===== config.mk =====
export PLATFORM = sky130hd
export DESIGN_NAME = nn_layer_sequencer
export DESIGN_NICKNAME = d
export VERILOG_FILES = /design/src/rtl/nn_layer_sequencer.sv
export SDC_FILE = /design/constraint.sdc
export NUM_CORES = 1
export LEC_CHECK = 0
export ABC_AREA = 1
export CAP_MARGIN = 20
export CORE_ASPECT_RATIO = 2
export CORE_MARGIN = 2
export CORE_UTILIZATION = 26
export DETAILED_ROUTE_END_ITERATION = 6
export SLEW_MARGIN = 20
export SYNTH_ARGS = -nofsm -noshare
export SYNTH_HDL_FRONTEND = slang
export SYNTH_SLANG_ARGS = --single-unit

===== constraint.sdc =====
create_clock -name clk -period 2.7 [get_ports clk]
set_input_delay 0.405 -clock clk [delete_from_list [all_inputs] [get_ports clk]]
set_output_delay 0.405 -clock clk [all_outputs]
set_load 0.05 [all_outputs]

===== src/rtl/nn_layer_sequencer.sv =====
// nn_layer_sequencer
// Sequences NUM_LAYERS layer engines in fixed order. Each engine gets an
// enable and an active-low synchronous clear. The sequencer watches each
// engine's done, owns the shared weight-ROM address port and drives the
// ping-pong activation-RAM bank select. A watchdog flags any engine that
// stalls in RUN.
// Every output is registered. The outputs are decoded from the next-state
// values, so they change on the same edge as the state register.
module nn_layer_sequencer #(
   parameter  int NUM_LAYERS = 3,
   parameter  int ADDR_W     = 11,
   parameter  int CLR_CYC    = 2,
   parameter  int WDOG_W     = 16,
   localparam int LAYER_W    = (NUM_LAYERS > 1) ? $clog2(NUM_LAYERS) : 1
) (
   input  logic                         clk,
   input  logic                         iRst,
   input  logic                         iStart,
   input  logic [NUM_LAYERS-1:0]        iLayerDone,
   input  logic [NUM_LAYERS*ADDR_W-1:0] iAddrFromLayer,
   output logic [NUM_LAYERS-1:0]        oLayerEna,
   output logic [NUM_LAYERS-1:0]        oLayerRst_n,
   output logic [ADDR_W-1:0]            oAddrToRom,
   output logic                         oRamBank,
   output logic [LAYER_W-1:0]           oCurLayer,
   output logic                         oBusy,
   output logic                         oDone,
   output logic                         oTimeout
);

   typedef enum logic [2:0] {
      ST_IDLE    = 3'd0,
      ST_CLEAR   = 3'd1,
      ST_RUN     = 3'd2,
      ST_ADVANCE = 3'd3,
      ST_FINISH  = 3'd4,
      ST_ERROR   = 3'd5
   } state_t;

   localparam logic [3:0]         CLR_LAST   = 4'(CLR_CYC - 1);
   localparam logic [WDOG_W-1:0]  WDOG_MAX   = {WDOG_W{1'b1}};
   localparam logic [WDOG_W-1:0]  WDOG_ONE   = {{(WDOG_W-1){1'b0}}, 1'b1};
   localparam logic [LAYER_W-1:0] LAST_LAYER = LAYER_W'(NUM_LAYERS - 1);

   state_t                  state_r, state_s;
   logic [LAYER_W-1:0]      layer_r, layer_s;
   logic                    bank_r, bank_s;
   logic [3:0]              clr_cnt_r, clr_cnt_s;
   logic [WDOG_W-1:0]       wdog_r, wdog_s, wdog_inc_s;
   logic [NUM_LAYERS-1:0]   ena_r, ena_s;
   logic [NUM_LAYERS-1:0]   rst_n_r, rst_n_s;
   logic [ADDR_W-1:0]       addr_r, addr_s;
   logic                    busy_r, busy_s;
   logic                    done_r, done_s;
   logic                    tmo_r, tmo_s;

   // One-hot decode of a layer index
   function automatic logic [NUM_LAYERS-1:0] layer_onehot(input logic [LAYER_W-1:0] idx);
      logic [NUM_LAYERS-1:0] v;
      v = '0;
      for (int k = 0; k < NUM_LAYERS; k++) begin
         if (idx == LAYER_W'(k)) begin
            v[k] = 1'b1;
         end else begin
            v[k] = 1'b0;
         end
      end
      return v;
   endfunction

   // Next-state logic, then the output decode of that next state
   always_comb begin
      state_s    = state_r;
      layer_s    = layer_r;
      bank_s     = bank_r;
      clr_cnt_s  = clr_cnt_r;
      wdog_s     = wdog_r;
      wdog_inc_s = wdog_r + WDOG_ONE;
      case (state_r)
         ST_IDLE, ST_FINISH, ST_ERROR: begin
            if (iStart) begin
               state_s   = ST_CLEAR;
               layer_s   = '0;
               bank_s    = 1'b0;
               clr_cnt_s = 4'd0;
               wdog_s    = '0;
            end else begin
               state_s = state_r;
            end
         end
         ST_CLEAR: begin
            // iLayerDone is deliberately ignored while the engine is being cleared
            if (clr_cnt_r == CLR_LAST) begin
               state_s   = ST_RUN;
               clr_cnt_s = 4'd0;
               wdog_s    = '0;
            end else begin
               clr_cnt_s = clr_cnt_r + 4'd1;
            end
         end
         ST_RUN: begin
            // done has priority over a watchdog expiry in the same cycle
            if (iLayerDone[layer_r]) begin
               state_s = ST_ADVANCE;
            end else if (wdog_inc_s == WDOG_MAX) begin
               state_s = ST_ERROR;
            end else begin
               wdog_s = wdog_inc_s;
            end
         end
         ST_ADVANCE: begin
            if (layer_r == LAST_LAYER) begin
               state_s = ST_FINISH;
            end else begin
               state_s   = ST_CLEAR;
               layer_s   = layer_r + LAYER_W'(1);
               bank_s    = ~bank_r;
               clr_cnt_s = 4'd0;
            end
         end
         default: begin
            state_s   = ST_IDLE;
            layer_s   = '0;
            bank_s    = 1'b0;
            clr_cnt_s = 4'd0;
            wdog_s    = '0;
         end
      endcase

      ena_s   = '0;
      rst_n_s = '1;
      addr_s  = '0;
      busy_s  = 1'b0;
      done_s  = 1'b0;
      tmo_s   = 1'b0;
      case (state_s)
         ST_CLEAR: begin
            ena_s   = layer_onehot(layer_s);
            rst_n_s = ~layer_onehot(layer_s);
            addr_s  = iAddrFromLayer[layer_s*ADDR_W +: ADDR_W];
            busy_s  = 1'b1;
         end
         ST_RUN: begin
            ena_s  = layer_onehot(layer_s);
            addr_s = iAddrFromLayer[layer_s*ADDR_W +: ADDR_W];
            busy_s = 1'b1;
         end
         ST_ADVANCE: begin
            busy_s = 1'b1;
         end
         ST_FINISH: begin
            done_s = 1'b1;
         end
         ST_ERROR: begin
            tmo_s = 1'b1;
         end
         default: begin
            busy_s = 1'b0;
         end
      endcase
   end

   // State and registered outputs; the async reset returns everything to IDLE
   always_ff @(posedge clk or posedge iRst) begin
      if (iRst) begin
         state_r   <= ST_IDLE;
         layer_r   <= '0;
         bank_r    <= 1'b0;
         clr_cnt_r <= 4'd0;
         wdog_r    <= '0;
         ena_r     <= '0;
         rst_n_r   <= '1;
         addr_r    <= '0;
         busy_r    <= 1'b0;
         done_r    <= 1'b0;
         tmo_r     <= 1'b0;
      end else begin
         state_r   <= state_s;
         layer_r   <= layer_s;
         bank_r    <= bank_s;
         clr_cnt_r <= clr_cnt_s;
         wdog_r    <= wdog_s;
         ena_r     <= ena_s;
         rst_n_r   <= rst_n_s;
         addr_r    <= addr_s;
         busy_r    <= busy_s;
         done_r    <= done_s;
         tmo_r     <= tmo_s;
      end
   end

   assign oLayerEna   = ena_r;
   assign oLayerRst_n = rst_n_r;
   assign oAddrToRom  = addr_r;
   assign oRamBank    = bank_r;
   assign oCurLayer   = layer_r;
   assign oBusy       = busy_r;
   assign oDone       = done_r;
   assign oTimeout    = tmo_r;

endmodule


# == Yosys cells after proc, flatten, opt, wreduce, memory -nomap -nowiden ==
# Index checks and enable logic that the tools add are counted.
# totals
ff_bits,46
in_bits,39
output_inout_bits,23
elab_cells,86
# op_classes
addsub,3
multipliers,1
magnitude_cmp,1
eq_ne,20
n_shift,1
muxes,35
n_bitwise,5
reduce_logical,9
# op_table
op,n
two-way mux 16 bit,4
one-hot mux 16 bit (4 select lines),1
indexed part select 33 x 7 -> 11 bit,1
two-way mux 3 bit,7
"adder 16 x 1 -> 16 bit, second input constant",1
"equality test 16 bit, second input constant",1
one-hot mux 4 bit (4 select lines),1
"equality test 3 x 2 -> 1 bit, second input constant",4
"equality test 3 bit, second input constant",4
two-way mux 1 bit,12
two-way mux 4 bit,3
one-hot mux 3 bit (4 select lines),1
two-way mux 11 bit,1
"!= test 2 bit, second input constant",5
"equality test 3 x 1 -> 1 bit, second input constant",2
"multiplier 2 x 4 -> 6 bit, second input constant",1
one-hot mux 2 bit (3 select lines),1
AND reduction 3 bit,2
OR reduction 3 bit,2
AND reduction 5 bit,1
"adder 4 x 1 -> 4 bit, second input constant",1
"equality test 2 bit, second input constant",2
"equality test 4 x 1 -> 1 bit, second input constant",1
two-way mux 2 bit,2
other kinds (10),14

# == Longest topological paths before layout ==
# depth
word_depth,9
mapped_depth,17
depth_no_buf,16

# == Least setup slack after synthesis ==
# Ideal clock, no wire load.
# synth_timing
path_type,register to register
startpoint,"reg layer_r[0], in the netlist oCurLayer[0]"
endpoint,"reg addr_r[3], in the netlist oAddrToRom[3]"
setup_time_ps,120
t_arrival_ps,2127
path_slack_ps,453
path_stages_with_launch,10
n_path_buf,1
cell_sequence,dfrtp_1 inv_1 ha_1 inv_1 o22ai_1 nor2_1 buf_2 a22o_1 a21oi_1 nor2_2
# synth_via
word_cells_on_any_way,16
cone_classes,add/sub: 1; mul: 1; eq/ne: 3; shift: 1; mux: 9; reduce/logical: 1
# synth_rtl
element,line,text
start: declaration,46,"logic [LAYER_W-1:0] layer_r, layer_s;"
start signal: assignment,179,layer_r <= layer_s;
adder 2 x 1 -> 2 bit / equality test 2 bit (equally long branches),"116, 112",
two-way mux 2 bit (*),112,if (layer_r == LAST_LAYER) begin
one-hot mux 2 bit (3 select lines) (*),79,case (state_r)
named net layer_s[1],46,
multiplier 2 x 4 -> 6 bit (*),"140, 145",
indexed part select 33 x 7 -> 11 bit (*),"140, 145",
two-way mux 11 bit (*),-,
named net addr_s[3],52,"logic [ADDR_W-1:0] addr_r, addr_s;"
end signal: assignment,185,addr_r <= addr_s;
end: declaration,52,
# The timed path passes the listed nets; every way through them passes the cells marked *. The select of a mux whose other input is x is not followed.
# A chain may end at the register's enable or synchronous reset.

# == Worst setup path after layout ==
# layout_timing
startpoint,reg wdog_r[1]
endpoint,"reg tmo_r, in the netlist oTimeout"
# layout_via
elab_chain_len,7
# layout_rtl
element,line,text
start: declaration,49,"logic [WDOG_W-1:0] wdog_r, wdog_s, wdog_inc_s;"
start signal: assignment,182,wdog_r <= wdog_s;
adder 16 x 1 -> 16 bit,78,wdog_inc_s = wdog_r + WDOG_ONE;
equality test 16 bit,105,end else if (wdog_inc_s == WDOG_MAX) begin
two-way mux 3 bit,105,
two-way mux 3 bit,103,if (iLayerDone[layer_r]) begin
one-hot mux 3 bit (4 select lines),79,
named net state_s[1],45,"state_t state_r, state_s;"
equality test 3 bit,136,case (state_s)
two-way mux 1 bit,136,
named net tmo_s,55,"logic tmo_r, tmo_s;"
end signal: assignment,188,tmo_r <= tmo_s;
end: declaration,55,
# The timed path passes the listed nets, and every way through them passes these cells.

==> flow_metrics.env <==
export IMPL_outcome="finished, final reports clean"
export IMPL_crit_required_ps=2880
export IMPL_r2r_setup_slack_ps=380
export IMPL_drt_total_wl_mm=6.75
export IMPL_grt_first_pass_wirelength_mm=11.3
export IMPL_cts_tree="built"
export IMPL_antenna_found_initial=0
export IMPL_syn_avg_cell_area_um2=7.72
export IMPL_drv_slew=0
export IMPL_rows=51
export IMPL_drv_cap=0
export IMPL_synthAdderAreaFrac_pct=2.88
export IMPL_netlist_area_mm2=0.00261
export IMPL_startpoint="wdog_r[1]"
export IMPL_setup_tns_ps=0
export IMPL_drive_above_1_share_pct=12.6
export IMPL_synthMuxAreaShare_pct=0
export IMPL_first_pass_iters=4
export IMPL_cts_hold_buffers=0
export IMPL_min_period_ps=2320
export IMPL_netlist_area_leader_share_pct=41.2
export IMPL_ys_ff_latch=46
export IMPL_max_slew_margin_pct=58.2
export IMPL_cts_htree_levels=2
export IMPL_nets=450
export IMPL_whs_ps=459
export IMPL_hold_violations=0
export IMPL_placed_area_mm2=0.00339
export IMPL_drcViolationCount=0
export IMPL_fin_area_mm2=0.00354
export IMPL_clockBufferDepth=2
export IMPL_rsz0062_at_grt="no"
export IMPL_synthDistinctLibCells=33
export IMPL_die_w_um=74.8
export IMPL_grtUsageTotal_pct=13.5
export IMPL_cp_start_kind="flop"
export IMPL_antenna_cells=0
export IMPL_drt_first_iter_violations=148
export IMPL_syn_to_final_growth_pct=35.8
export IMPL_clk_pin_slew_ps=70
export IMPL_min_path_type="in2async"
export IMPL_utilization_pct=36.3
export IMPL_path_cells="ha_1, nand2_1, nor2_2, nand3_1, nand2_1, nand2_1, nor2_1, nand2_1, nor2_2, nand2_1, a21oi_2, inv_1, nor3_1"
export IMPL_dieArea_mm2=0.0109
export IMPL_worst_ep_arrival_time_ps=2500
export IMPL_synth_top_family_by_area="simple AND/OR/NAND/NOR gates"
export IMPL_place_congestion=0.850
export IMPL_period_share_pct=86.0
export IMPL_via_per_inst=4.45
export IMPL_synth_warnings=0
export IMPL_crit_path_end_kind="flop"
export IMPL_synth_compound_area_share_pct=11.4
export IMPL_r2r_start="wdog_r[1]"
export IMPL_drtAntennaViolNets=0
export IMPL_skew_ps=6.66
export IMPL_cts_buffers=5
export IMPL_p_per_area_mw_per_mm2=1040
export IMPL_synthXorXnorAreaFrac_pct=1.01
export IMPL_n_fill_cell=983
export IMPL_total_power_mw=3.68
export IMPL_synthSimpleGateAreaFrac_pct=33.1
export IMPL_tightestPinTransition_ps=626
export IMPL_syn_nets=383
export IMPL_clkLatencyLatePin_ps=290
export IMPL_post_cts_resize_count=0
export IMPL_regToRegEndpoint="oTimeout"
export IMPL_start_util_pct=26.7
export IMPL_fp_dieH_um=146
export IMPL_grt_overflow_total=0
export IMPL_endpoint="oTimeout"
export IMPL_port_buffers=61
export IMPL_critPathMaxStageDelay_ps=410
export IMPL_ios=62
export IMPL_setup_viol=0
export IMPL_leakagePower_nw=1.51
export IMPL_r2r_cells=13
export IMPL_yosysTopAreaCell="dfrtp_1"
export IMPL_clkSinkCount=46
export IMPL_grt_max_degree=33
export IMPL_cp_common_cell="nand2_1"
export IMPL_wire_per_inst_um=12.5
export IMPL_fmaxAchievable_mhz=431
export IMPL_critPathMaxFanout=6
export IMPL_synth_area_leaders="dfrtp_1, nand2_1, inv_1, nor2_1, nand3_1"
export IMPL_clockRootBuffer="clkbuf_16"
export IMPL_ys_seq_area_share_pct=44.2
export IMPL_irDropWorstVdd_uv=578
export IMPL_cp_slowest_cell="dfrtp_1"
export IMPL_vias=2393
export IMPL_grt_pass1_vias=2486
export IMPL_dpl_hpwl_mm=5.38
export IMPL_coreArea_mm2=0.00976
export IMPL_post_cts_buffers=0
export IMPL_critPathKind="reg2reg"
export IMPL_synth_cells=338
==> synth_stat cells, drive strengths merged <==
cell type  number
o21ai          21
dfrtp          43
a22o            5
or2             4
xor2            2
buf             5
nor3            4
nand4           6
o221ai          1
o22ai           3
clkbuf          2
o21bai          1
clkinv          1
a31oi           1
inv            40
a221oi          4
dfstp           3
nand2          96
nand3b          2
xnor2           1
nor2           50
nand3          24
a21oi          13
ha              6
==> where the power goes <==
part	internal [mW]	switching [mW]
Sequential	0.879	0.0924
Combinational	0.685	1.39
Clock	0.353	0.284
Total	1.92	1.77
==> how the worst min path moves through the flow <==
| stage | cells after the start | end |
|---|---|---|
| 6_report | 2 | state_r[1] |
| 5_1_grt | 2 | oLayerEna[1] |
| 4_1_cts | 2 | oLayerEna[1] |
| 3_5_place_dp | 2 | wdog_r[15] |
| 3_3_place_gp | 2 | wdog_r[15] |
| 2_1_floorplan | 2 | wdog_r[15] |
==> area by class of cell <==
| class | instances | area [um2] | share of cell area (%) |
|---|---|---|---|
| well taps | 132 | 165 | 4.66 |
| clock buffers | 5 | 125 | 3.53 |
| clock inverters | 3 | 26.3 | 0.742 |
| repair buffers | 67 | 656 | 18.5 |
| inverters | 41 | 154 | 4.34 |
| multi-input cells | 244 | 1260 | 35.6 |
| flip-flops and latches | 46 | 1150 | 32.6 |
==> flip-flops by register name, indices dropped and copies added, names as in the netlist <==
name         flops
oLayerEna        3
state_r          3
wdog_r          16
clr_cnt_r        4
oCurLayer        2
oLayerRst_n      3
oDone            1
oAddrToRom      11
oBusy            1
oRamBank         1
oTimeout         1
==> worst max-delay path: cells and delay by family, from the launching register on <==
kind,cells,cell delay [ps]
DFF,1,410
buffers and inverters,1,120
AOI/OAI and AO/OA,1,220
and+or+nand+nor,10,1250
adders and majority gates,1,210
==> layer usage <==
| metal | GRT usage (%) | vias up | part of all wire (%) |
|---|---|---|---|
| li1 | - | 1228 | - |
| met1 | 12.9 | 1100 | 35 |
| met2 | 25.5 | 50 | 58 |
| met3 | 2.15 | 15 | 2.8 |
| met4 | 7.50 | 0 | 3.5 |
| met5 | 0 | - | 0 |
==> stage by stage <==
step | setup slack [ps] | instances
finish | 379 | 538
global route | 46.1 | 538
CTS | 363 | 538
detailed placement | 222 | 530
global placement | 216 | 530
floorplan | 453 | 338
==> placed cells by master, fill, tap and decap left out, types with 4 or more instances in the layout <==
cell	n
nand2_1	93
clkdlybuf4s50_1	61
dfrtp_1	43
inv_1	37
nor2_1	31
nand3_1	21
o21ai_0	21
nor2_2	16
a21oi_1	12
nand4_1	6
ha_1	6
buf_4	6
a22o_1	5
clkbuf_16	5
nor3_1	4
or2_2	4
a221oi_1	4
==> kinds of logic (layout without fill, tap and decap cells) <==
| family | count (synthesis) | count (layout) |
|---|---|---|
| DFF | 46 | 46 |
| adders and majority gates | 6 | 6 |
| buffers and inverters | 48 | 116 |
| and+or+nand+nor | 186 | 186 |
| xor gates and xnor gates | 3 | 3 |
| AOI/OAI and AO/OA | 49 | 49 |
Power figures use the tool's default switching activity.
==> edit: new RTL, same settings <==
The output `oLayerEna` loses its register stage (`ena_r` becomes a continuous assignment).
--- a/src/rtl/nn_layer_sequencer.sv
+++ b/src/rtl/nn_layer_sequencer.sv
@@ -170,3 +170,2 @@
          wdog_r    <= '0;
-         ena_r     <= '0;
          rst_n_r   <= '1;
@@ -182,3 +181,2 @@
          wdog_r    <= wdog_s;
-         ena_r     <= ena_s;
          rst_n_r   <= rst_n_s;
@@ -190,2 +188,4 @@
    end
+
+   assign ena_r = ena_s;
 
Formal check against the unedited RTL: not equivalent (Yosys sat finds a counterexample within 4 cycles, from zero or initial values and one cycle with iRst high).
==> edit against the original RTL <==
  * The flow now finishes with violations (negative setup slack)
  * Cell area is 9.4% higher
  * Wire length is 20% higher
  * Area after synthesis is 1.2% higher
  * Worst hold slack better by 0.043 ns
  * Sequential cell count is 3 lower
  * Total power is 10% higher
  * Setup slack worse by 0.46 ns
  * Combinational power is 18% higher
  * Sequential share of layout area is 4.6 points lower
  * Die area is 1.2% higher
  * Core utilization is 2.4 points higher
  * Count of clock-buffer cells in the layout stayed put
  * First-iteration DRC count is 53% lower
  * Critical path depth is 2 higher
  * Critical path type is now register to primary output
  * Highest routed layer unchanged
==> edit: results <==
set metrics [dict create \
    run_status "finished, violations left" \
    violations_in_the_final_reports "negative setup slack" \
    clock_tree.htree_level_count 2 \
    worstReg2RegEnd "oLayerRst_n[1]$_DFF_PP1_" \
    max_slew_margin_pct 62.1 \
    ir_worst_vdd_v 0.00114 \
    grt_pass1_vias 2838 \
    grt_pass1_wl_mm 12.9 \
    pre_cts_ws_ns 0.0759 \
    leakagePower_uw 0.00169 \
    post-dp-hpwl_mm 6.31 \
    drive_gt1_share_pct 19.8 \
    setup-tns-final_ns -0.249 \
    cts.root.buffer_cell "clkbuf_16" \
    worst_r2r_startpoint "wdog_r[0]$_DFFE_PP0P_" \
    grt_max_degree 44 \
    synthCells 365 \
    synth_seq_area_share_pct 40.9 \
    port_buffers 61 \
    num_antenna_cells 0 \
    yosys_warnings 0 \
    route.vias.total 2722 \
    holdWs_ns 0.501 \
    cp_data_arrival_time_ns 2.38 \
    grt.total_usage_pct 15.7 \
    post_dp_cell_area_mm2 0.00349 \
    min_path_type "register to register" \
    net_count_after_synthesis 410 \
    worst-r2r-setup-slack_ns 0.28 \
    timing.hold.worst_endpoint "oRamBank$_DFFE_PP0P_" \
    synth_common_cells "nand2_1, inv_1, dfrtp_1, nor2_1" \
    min_from "oRamBank$_DFFE_PP0P_" \
    fill_cells 1058 \
    min_delay_path_depth 1 \
    vias_per_cell 4.66 \
    cts.repair_timing.setup_buffer_count 6 \
    synth-async-reset-ratio_pct 100 \
    nets 493 \
    regArea_mm2 0.00109 \
    worstRegToRegCells 15 \
    setup_slack_ns -0.0837 \
    first_drt_pass_iteration_count 6 \
    critical-path-top-delay-family "simple AND/OR/NAND/NOR gates" \
    gp_routability_congestion 0.890 \
    placedCellCount 568 \
    clock_skew_ns 0.00513 \
    setup_viol_count_final 3 \
    detail_route.wirelength_mm 8.11 \
    crit_path_max_fanout 7 \
    synth.top_cells.by_area "dfrtp_1, nand2_1, inv_1" \
    detail_route.iter0.violations 70 \
    synth_cell_type_count 34 \
    post_cts.resized_instances 35 \
]
[edit: cell types whose count changed in the layout (fill, tap and decap cells not counted), sizes merged, moves of 3 or more]
cell	before	now
nor2	50	54
nand2	96	111
clkdlybuf4s50	61	58
nand4	6	10
inv	43	50
buf	6	24
clkinv	1	4
or2	4	1
o21ai	21	25
nor3	4	1
dfrtp	43	40
[edit: how the worst max path moves through the flow]
stage / startpoint / end / slack, ns
3_3_place_gp: wdog_r[5]$_DFFE_PP0P_ / oLayerEna[0] / 0.12
3_5_place_dp: wdog_r[0]$_DFFE_PP0P_ / oLayerEna[1] / 0.08
5_1_grt: wdog_r[1]$_DFFE_PP0P_ / oLayerEna[1] / -0.23
6_report: wdog_r[1]$_DFFE_PP0P_ / oLayerEna[2] / -0.08
2_1_floorplan: wdog_r[1]$_DFFE_PP0P_ / oLayerEna[0] / -0.005
4_1_cts: wdog_r[1]$_DFFE_PP0P_ / oLayerEna[1] / -0.11
[edit: per-layer routing]
layer	share of wire, %	routed length [um]	global-route usage (%)
met5	0	0	0
met4	5.8	474	10.6
met3	4.4	353	2.90
met2	60	4900	30.7
met1	29	2380	12.7
[edit: layout make-up]
| class | count | area share, % |
|---|---|---|
| clock buffer | 5 | 3.23 |
| clock inverter | 3 | 1.13 |
| inverter | 52 | 5.03 |
| multi-input combinational | 264 | 37.6 |
| sequential | 43 | 28.0 |
| tap | 135 | 4.36 |
| timing repair buffer | 82 | 20.7 |
[edit: cells by family after synthesis]
family / synth area share, %
buf+inv: 9.19
simple gates: 34.5
compound gates: 11.9
xor+xnor: 0.663
fa+ha+maj: 2.84
flops: 40.9
[edit: power by group]
group          switching, uW  internal [uW]  total [uW]
Combinational           1560            885        2440
Sequential              85.8            823         909
Clock                    266            437         702
Total                   1910           2140        4050
